### src/rtl/riscv_pkg.sv
// Core-wide constants shared by the integer register file and its users.
//   RV_XLEN    : integer data width
//   RV_NREGS   : number of architectural integer registers
//   RV_REG_AW  : register address width
//   RV_X0_IDX  : index of the hardwired-zero register
//   RV_SP_IDX  : index of the stack-pointer register
//   MEM_DEPTH  : data memory depth in bytes
//   SP_RESET   : stack-pointer reset value (top of memory window)
package riscv_pkg;

    localparam int unsigned RV_XLEN   = 32;
    localparam int unsigned RV_NREGS  = 32;
    localparam int unsigned RV_REG_AW = $clog2(RV_NREGS);
    localparam int unsigned RV_X0_IDX = 0;
    localparam int unsigned RV_SP_IDX = 2;

    localparam logic [RV_XLEN-1:0] MEM_DEPTH = 32'h0001_0000;
    localparam logic [RV_XLEN-1:0] SP_RESET  = MEM_DEPTH + 32'h0100_0000;

endpackage

### src/rtl/reg_pend_counter.sv
// Saturating up/down counter tracking in-flight writes to one register.
//   clock, reset : rising-edge clock, async active-high reset
//   inc          : one write issued to this register
//   dec          : one write retired from this register
//   count        : current pending count
//   at_max       : count is saturated, a lone inc is ignored
//   nonzero      : count > 0
//   underflow    : dec arrives while count is zero
module reg_pend_counter #(
    parameter int unsigned W = 2
) (
    input  logic         clock,
    input  logic         reset,
    input  logic         inc,
    input  logic         dec,
    output logic [W-1:0] count,
    output logic         at_max,
    output logic         nonzero,
    output logic         underflow
);

    localparam logic [W-1:0] CNT_MAX = '1;

    assign at_max    = (count == CNT_MAX);
    assign nonzero   = |count;
    // Any retire against an empty counter is an error, even if a same-cycle
    // issue leaves the count unchanged.
    assign underflow = dec && !nonzero;

    // Simultaneous inc and dec cancel; otherwise clamp at both ends.
    always_ff @(posedge clock or posedge reset) begin
        if (reset) begin
            count <= '0;
        end else if (inc && !dec && !at_max) begin
            count <= count + W'(1);
        end else if (dec && !inc && nonzero) begin
            count <= count - W'(1);
        end
    end

endmodule

### src/rtl/regfile_scoreboard.sv
// Two-read/one-write integer register file with write-to-read bypass and a
// per-register pending-write scoreboard used by decode to detect hazards.
//   clock, reset        : rising-edge clock, async active-high reset
//   addr_rs1/addr_rs2   : read addresses
//   data_rs1/data_rs2   : combinational read data (bypassed from writeback)
//   busy_rs1/busy_rs2   : register still has a pending write after this cycle's retire
//   issue_valid/ready   : decode issues a write to addr_issue; ready=0 when saturated
//   write_enable        : writeback commits data_rd to addr_rd and retires one pending write
//   pend_err            : sticky flag, a retire hit an empty counter
module regfile_scoreboard
    import riscv_pkg::*;
#(
    parameter int unsigned     XLEN    = RV_XLEN,
    parameter int unsigned     NREGS   = RV_NREGS,
    parameter int unsigned     PEND_W  = 2,
    parameter int unsigned     SP_IDX  = RV_SP_IDX,
    parameter logic [XLEN-1:0] SP_INIT = XLEN'(SP_RESET),
    localparam int unsigned    AW      = $clog2(NREGS)
) (
    input  logic            clock,
    input  logic            reset,
    input  logic [AW-1:0]   addr_rs1,
    input  logic [AW-1:0]   addr_rs2,
    output logic [XLEN-1:0] data_rs1,
    output logic [XLEN-1:0] data_rs2,
    output logic            busy_rs1,
    output logic            busy_rs2,
    input  logic            issue_valid,
    input  logic [AW-1:0]   addr_issue,
    output logic            issue_ready,
    input  logic            write_enable,
    input  logic [AW-1:0]   addr_rd,
    input  logic [XLEN-1:0] data_rd,
    output logic            pend_err
);

    localparam logic [AW-1:0] X0 = AW'(RV_X0_IDX);

    logic [XLEN-1:0]   regs [NREGS];
    logic [PEND_W-1:0] pc   [NREGS];
    logic [NREGS-1:0]  inc_v;
    logic [NREGS-1:0]  dec_v;
    logic [NREGS-1:0]  at_max_v;
    logic [NREGS-1:0]  nonzero_v;
    logic [NREGS-1:0]  underflow_v;

    logic wb_hit;
    logic retire_to_issue;
    logic issue_fire;
    logic hit_rs1;
    logic hit_rs2;

    assign wb_hit          = write_enable && (addr_rd != X0);
    assign retire_to_issue = wb_hit && (addr_rd == addr_issue);

    // A saturated counter can still accept an issue when a retire to the
    // same register frees a slot in the same cycle.
    assign issue_ready = (addr_issue == X0) || !at_max_v[addr_issue] || retire_to_issue;
    assign issue_fire  = issue_valid && issue_ready && (addr_issue != X0);

    // One-hot issue/retire strobes per register; x0 never counts.
    always_comb begin
        inc_v = '0;
        dec_v = '0;
        for (int unsigned r = 1; r < NREGS; r++) begin
            inc_v[r] = issue_fire && (addr_issue == AW'(r));
            dec_v[r] = wb_hit && (addr_rd == AW'(r));
        end
    end

    // x0 has no counter.
    assign pc[0]          = '0;
    assign at_max_v[0]    = 1'b0;
    assign nonzero_v[0]   = 1'b0;
    assign underflow_v[0] = 1'b0;

    for (genvar r = 1; r < NREGS; r++) begin : g_pend
        reg_pend_counter #(
            .W (PEND_W)
        ) u_cnt (
            .clock     (clock),
            .reset     (reset),
            .inc       (inc_v[r]),
            .dec       (dec_v[r]),
            .count     (pc[r]),
            .at_max    (at_max_v[r]),
            .nonzero   (nonzero_v[r]),
            .underflow (underflow_v[r])
        );
    end

    // Architectural state; x0 stays zero because it is never written.
    always_ff @(posedge clock or posedge reset) begin
        if (reset) begin
            for (int unsigned i = 0; i < NREGS; i++) begin
                regs[i] <= (i == SP_IDX) ? SP_INIT : '0;
            end
        end else if (wb_hit) begin
            regs[addr_rd] <= data_rd;
        end
    end

    // Sticky underflow flag.
    always_ff @(posedge clock or posedge reset) begin
        if (reset) begin
            pend_err <= 1'b0;
        end else if (|underflow_v) begin
            pend_err <= 1'b1;
        end
    end

    assign hit_rs1 = wb_hit && (addr_rs1 == addr_rd);
    assign hit_rs2 = wb_hit && (addr_rs2 == addr_rd);

    assign data_rs1 = hit_rs1 ? data_rd : regs[addr_rs1];
    assign data_rs2 = hit_rs2 ? data_rd : regs[addr_rs2];

    // Busy after discounting a same-cycle retire: a count of one that is
    // being retired right now is already clear.
    assign busy_rs1 = nonzero_v[addr_rs1] && !(hit_rs1 && (pc[addr_rs1] == PEND_W'(1)));
    assign busy_rs2 = nonzero_v[addr_rs2] && !(hit_rs2 && (pc[addr_rs2] == PEND_W'(1)));

endmodule

### config.mk
export PLATFORM = sky130hd
export DESIGN_NAME = regfile_scoreboard
export DESIGN_NICKNAME = d
export VERILOG_FILES = /design/src/rtl/riscv_pkg.sv /design/src/rtl/reg_pend_counter.sv /design/src/rtl/regfile_scoreboard.sv
export SDC_FILE = /design/constraint.sdc
export NUM_CORES = 2
export LEC_CHECK = 0
export BUFFER_PORTS_ARGS = -buffer_cell sky130_fd_sc_hd__buf_2
export CAP_MARGIN = 20
export CORE_MARGIN = 8
export CORE_UTILIZATION = 50
export CTS_CLUSTER_SIZE = 14
export DETAILED_ROUTE_END_ITERATION = 8
export PLACE_DENSITY = 0.66
export SLEW_MARGIN = 30
export SYNTH_ARGS = -nofsm -noshare
export SYNTH_HDL_FRONTEND = slang
export SYNTH_SLANG_ARGS = --single-unit
export TNS_END_PERCENT = 30
### constraint.sdc
create_clock -name clock -period 130.3 [get_ports clock]
set_clock_uncertainty 0.15 [all_clocks]
set_input_delay 32.575 -clock clock [delete_from_list [all_inputs] [get_ports clock]]
set_output_delay 32.575 -clock clock [all_outputs]
set_load 0.01 [all_outputs]
### Word level (Yosys, flattened, before mapping)

Cells that the tools add are included.

| word-level totals | value |
|---|---|
| register bits after elaboration | 1087 |
| input bits | 56 |
| word-level logic and storage cells | 742 |

| cells by class | value |
|---|---|
| multiplexer cells | 85 |
| bitwise logic cells | 3 |
| $add $sub $neg | 62 |
| reductions and logical operators | 423 |
| equality and inequality tests | 98 |
| order comparisons | 7 |

Operators with widths:

| kind | count |
|---|---|
| $bwmux W1024 | 1 |
| $bmux W32 S5 | 2 |
| $logic_and A1 B1 Y1 | 228 |
| $mux W32 | 7 |
| $demux W32 S5 | 1 |
| $eq A5 B5 Y1 const B | 32 |
| $mux W2 | 66 |
| $logic_not A1 Y1 | 127 |
| $eq A5 B4 Y1 const B | 16 |
| $add A2 B1 Y2 const B | 31 |
| $eq A2 B2 Y1 const B | 31 |
| $reduce_bool A2 Y1 | 31 |
| $reduce_or A2 Y1 | 31 |
| $sub A2 B1 Y2 const B | 31 |
| $eq A5 B3 Y1 const B | 8 |
| $reduce_or A31 Y1 | 1 |
| $bmux W2 S5 | 2 |
| $eq A5 B2 Y1 const B | 4 |
| $ge A6 B6 Y1 const B | 3 |
| $lt A5 B6 Y1 const B | 3 |
| $not A5 Y6 | 3 |
| $bmux W1 S5 | 3 |
| $eq A5 B5 Y1 | 3 |
| $eq A5 B1 Y1 const B | 2 |
| 6 further kinds | 11 |

### Logic depth before layout (Yosys ltp)

| depth | value |
|---|---|
| depth after elaboration | 14 |
| depth in mapped cells | 12 |
| mapped depth without buffers | 8 |

### Modules after synthesis

From an unflattened synthesis, not the netlist that was laid out.

| second synthesis, totals | value |
|---|---|
| cell total of the unflattened synthesis | 4659 |
| area, all modules | 61141.1 um2 |

Modules (own cells, without submodules):

| module | instances | area each (um2) | cells each |
|---|---|---|---|
| regfile_scoreboard | 1 | 56758.2 | 4132 |
| reg_pend_counter | 31 | 141.4 | 17 |

### Worst setup path after synthesis

OpenSTA, ideal clock, no wires.

| path | value |
|---|---|
| kind | input to output |
| start point | input addr_rs2[1] |
| end point | output data_rs2[10] |
| data arrival time | 34.849 ns |
| cell stages on the path | 7 |
| slack | 62.726 ns |
| path through | clkbuf_1 -> clkbuf_1 -> buf_1 -> mux4_2 -> mux4_2 -> mux2i_1 -> o21ai_0 |

| between the ends | value |
|---|---|
| word-level cells in the longest chain between the ends | 5 |

Ends and longest elaborated chain:

| what | RTL line | text |
|---|---|---|
| start: declaration | regfile_scoreboard.sv:23 | `input logic [AW-1:0] addr_rs2,` |
| $not A5 Y6 (implied by the code) | regfile_scoreboard.sv:116 | `assign data_rs2 = hit_rs2 ? data_rd : regs[addr_rs2];` |
| $bmux W32 S5 | regfile_scoreboard.sv:116 |  |
| $mux W32 (implied by the code) (2 in series) | regfile_scoreboard.sv:116 |  |
| $mux W32 (*) | regfile_scoreboard.sv:116 |  |
| end: declaration | regfile_scoreboard.sv:25 | `output logic [XLEN-1:0] data_rs2,` |

Every way passes the cells marked *; elsewhere a longest branch is shown, timed or not. The select of a mux whose other input is x is not followed.

### Worst setup path after layout

| path | value |
|---|---|
| start point | input addr_rs2[1] |
| end point | output data_rs2[19] |

Same word-level chain as after synthesis.

==> summary.txt <==
Core Rows = 127
worst path required time = 97.57 ns
fill count = 9637
Initial Util = 0.504
Hold WS = 0.244 ns
Die Wd = 364 um
EDFF count, synth = 0
Synth area leaders = dfrtp_1 (45%), mux4_2 (24%), mux2_2 (16%)
max_cap viols = 0
grt total ovfl = 0
period utilization = 0.533
Crit Path Max Fanout = 77
Worst EP arrival = 36.69 ns
# resized after CTS = 0
# nets final = 4321
Post-Place Worst Slack = 60.64 ns
Die Y = 364 um
Synth cell types = 67
Slew Viols, Final = 0
DR pass1 iterations = 5
most frequent cells in the layout = dfrtp_1 (1085), mux2_2 (842), mux4_2 (654)
setup bufs post-CTS = 0
Fmax achieved = 14.4 MHz
Post-CTS Hold Buffers = 0
synthesized instance count = 4426
DRC errors left = 0
FFs w/ async S/R, synth = 1.00
Post-Syn Area per Cell = 13.7 um^2
clk_lat worst skew = 0.73 ns
total CTS buffers = 117
num ports = 124
kind of critical path = in -> out
Hold WC Path Type = reg -> reg
IO Port Bufs = 123
most common cell after layout, fill and taps aside = dfrtp_1
Clock Pin Slew Worst Setup and Hold Paths = 0.06 ns
Rel. slew slack = 0.286
CTS Root Cell = clkbuf_16
final setup fails = 0
vias in the first global route = 40856
yosys warns = 0
Longest Clk Path Bufs = 3
Global Route Usage Sum = 0.275
drt via density = 6.73
RSZ-0062 raised after global routing = no
setup tns final = 0 ns
endpoints failing hold = 0
gpl congestion = 0.872
final WL = 182000 um
initial DRC count = 4571
syn nets = 4482
flops & latches, synth = 1087
fin util = 0.557
Critical Path Start Type = input port
pin slew with the least headroom to its limit = 1.07 ns
fraction of final layout cells sized beyond drive strength 1 = 0.453
Core Box Area = 120000 um^2
drt wl/cell = 30.5 um
R2R setup slack = 126.19 ns
top_reg_cell synth = dfrtp_1
via count = 40271
first-pass GRT wire length = 274000 um
VDD IR-drop max = 0.0111 mV
register area share after synthesis = 0.450
antenna violations before repair = 8
static leakage = 28.6 nW
antenna-violating nets left = 0
H-tree Lvls = 3
post-synth top area cell = dfrtp_1
CTS Sinks = 1087
outcome = complete, no violations
CTS tree = done
final worst setup slack = 60.88 ns
PwrDens = 15.7 nW/um^2
die outline area = 132000 um^2
DP Wirelength = 99200 um
Syn Std Cell Area = 60400 um^2
synth-to-layout area growth = 10.5%
post-layout min period = 69.42 ns
CP Capture Type = output pin
largest net degree at the start of global routing = 161
area fraction of the dominant cell type after synthesis = 0.449
==> through the flow <==
| stage | instance area, um^2 | total power, W | cells |
|---|---|---|---|
| finish | 66800 | 0.00105 | 5982 |
| floorplan | 60400 | 0.000620 | 4426 |
| CTS | 66600 | 0.00105 | 5975 |
| detailed placement | 62200 | 0.000680 | 5752 |
| global placement | 62100 | 0.000671 | 5749 |
| global route | 66800 | 0.00109 | 5982 |
==> metal layers <==
layer,wire (um),up-vias,global-route usage,share of wire
met4,7550,4,0.102,0.041
met2,84700,1904,0.428,0.46
met5,25,-,0,0.00014
li1,-,16338,-,-
met3,15300,424,0.0555,0.084
met1,74700,21601,0.386,0.41
==> critical path, cell delays in order <==
cell	delay (ns)
buf_8	0.47
buf_4	0.72
buf_4	0.88
mux4_2	0.61
mux4_2	0.46
mux2i_1	0.18
o21ai_0	0.36
buf_2	0.30
==> power by group <==
part           switching [W]  internal (W)  leakage [nW]
Combinational      0.0000895      0.000130          12.6
Sequential         0.0000545      0.000402          13.9
Clock               0.000151      0.000222          2.11
==> Yosys cell counts (6+ instances only) <==
| master | count |
|---|---|
| nand2_1 | 666 |
| nand3b_1 | 10 |
| mux4_2 | 654 |
| a221o_1 | 12 |
| xnor2_1 | 23 |
| nand2b_1 | 7 |
| or3_1 | 6 |
| nand4_1 | 16 |
| mux2_2 | 842 |
| nor3b_1 | 16 |
| o21ai_0 | 100 |
| and2_1 | 22 |
| nand4_2 | 7 |
| a211o_1 | 7 |
| a21oi_1 | 41 |
| nor3_1 | 25 |
| and3_1 | 9 |
| inv_1 | 17 |
| clkbuf_1 | 334 |
| o2111ai_1 | 28 |
| a211oi_1 | 18 |
| mux2i_1 | 91 |
| a22oi_1 | 13 |
| buf_2 | 31 |
| nor2b_1 | 14 |
| o31ai_1 | 7 |
| nand3_1 | 21 |
| nor2_1 | 96 |
| xor2_1 | 8 |
| dfrtp_1 | 1085 |
| o22ai_1 | 14 |
| buf_1 | 110 |
==> registers in the layout, summed over array words and instances, names as in the netlist <==
register	count
g_pend.u_cnt.count	62
regs	1024
pend_err	1
==> logic make-up (layout without fill, tap and decap cells) <==
logic type | count (synthesis) | count (layout) | share of synthesized area
compound gates | 280 | 280 | 0.0306
xor+xnor | 31 | 31 | 0.00449
buf+inv | 501 | 444 | 0.0325
flops | 1087 | 1087 | 0.450
mux | 1587 | 1587 | 0.416
other cells | 0 | 1 | 0
simple gates | 940 | 940 | 0.0666
==> area by class of cell <==
cell class / instances / area (um^2) / area share
antenna: 1 / 2.50 / 0.0000375
sequential: 1087 / 27200 / 0.407
clock buffer: 145 / 3200 / 0.0480
clock inverter: 78 / 1140 / 0.0170
inverter: 19 / 83.8 / 0.00126
timing repair buffer: 202 / 1540 / 0.0230
tap: 1612 / 2020 / 0.0302
multi-input combinational: 2838 / 31600 / 0.473
==> worst paths after layout <==
path / startpoint / end / cells after the start
min in group asynchronous: reset / regs[903] / 2
min: regs[1020] / regs[1020] / 0
max: addr_rs2[1] / data_rs2[19] / 8
min reg2reg: regs[1020] / regs[1020] / 0
max reg2reg: g_pend[24].u_cnt.count[0] / g_pend[28].u_cnt.count[0] / 8
max in group asynchronous: reset / regs[249] / 6
(Power assumes the default switching activity.)
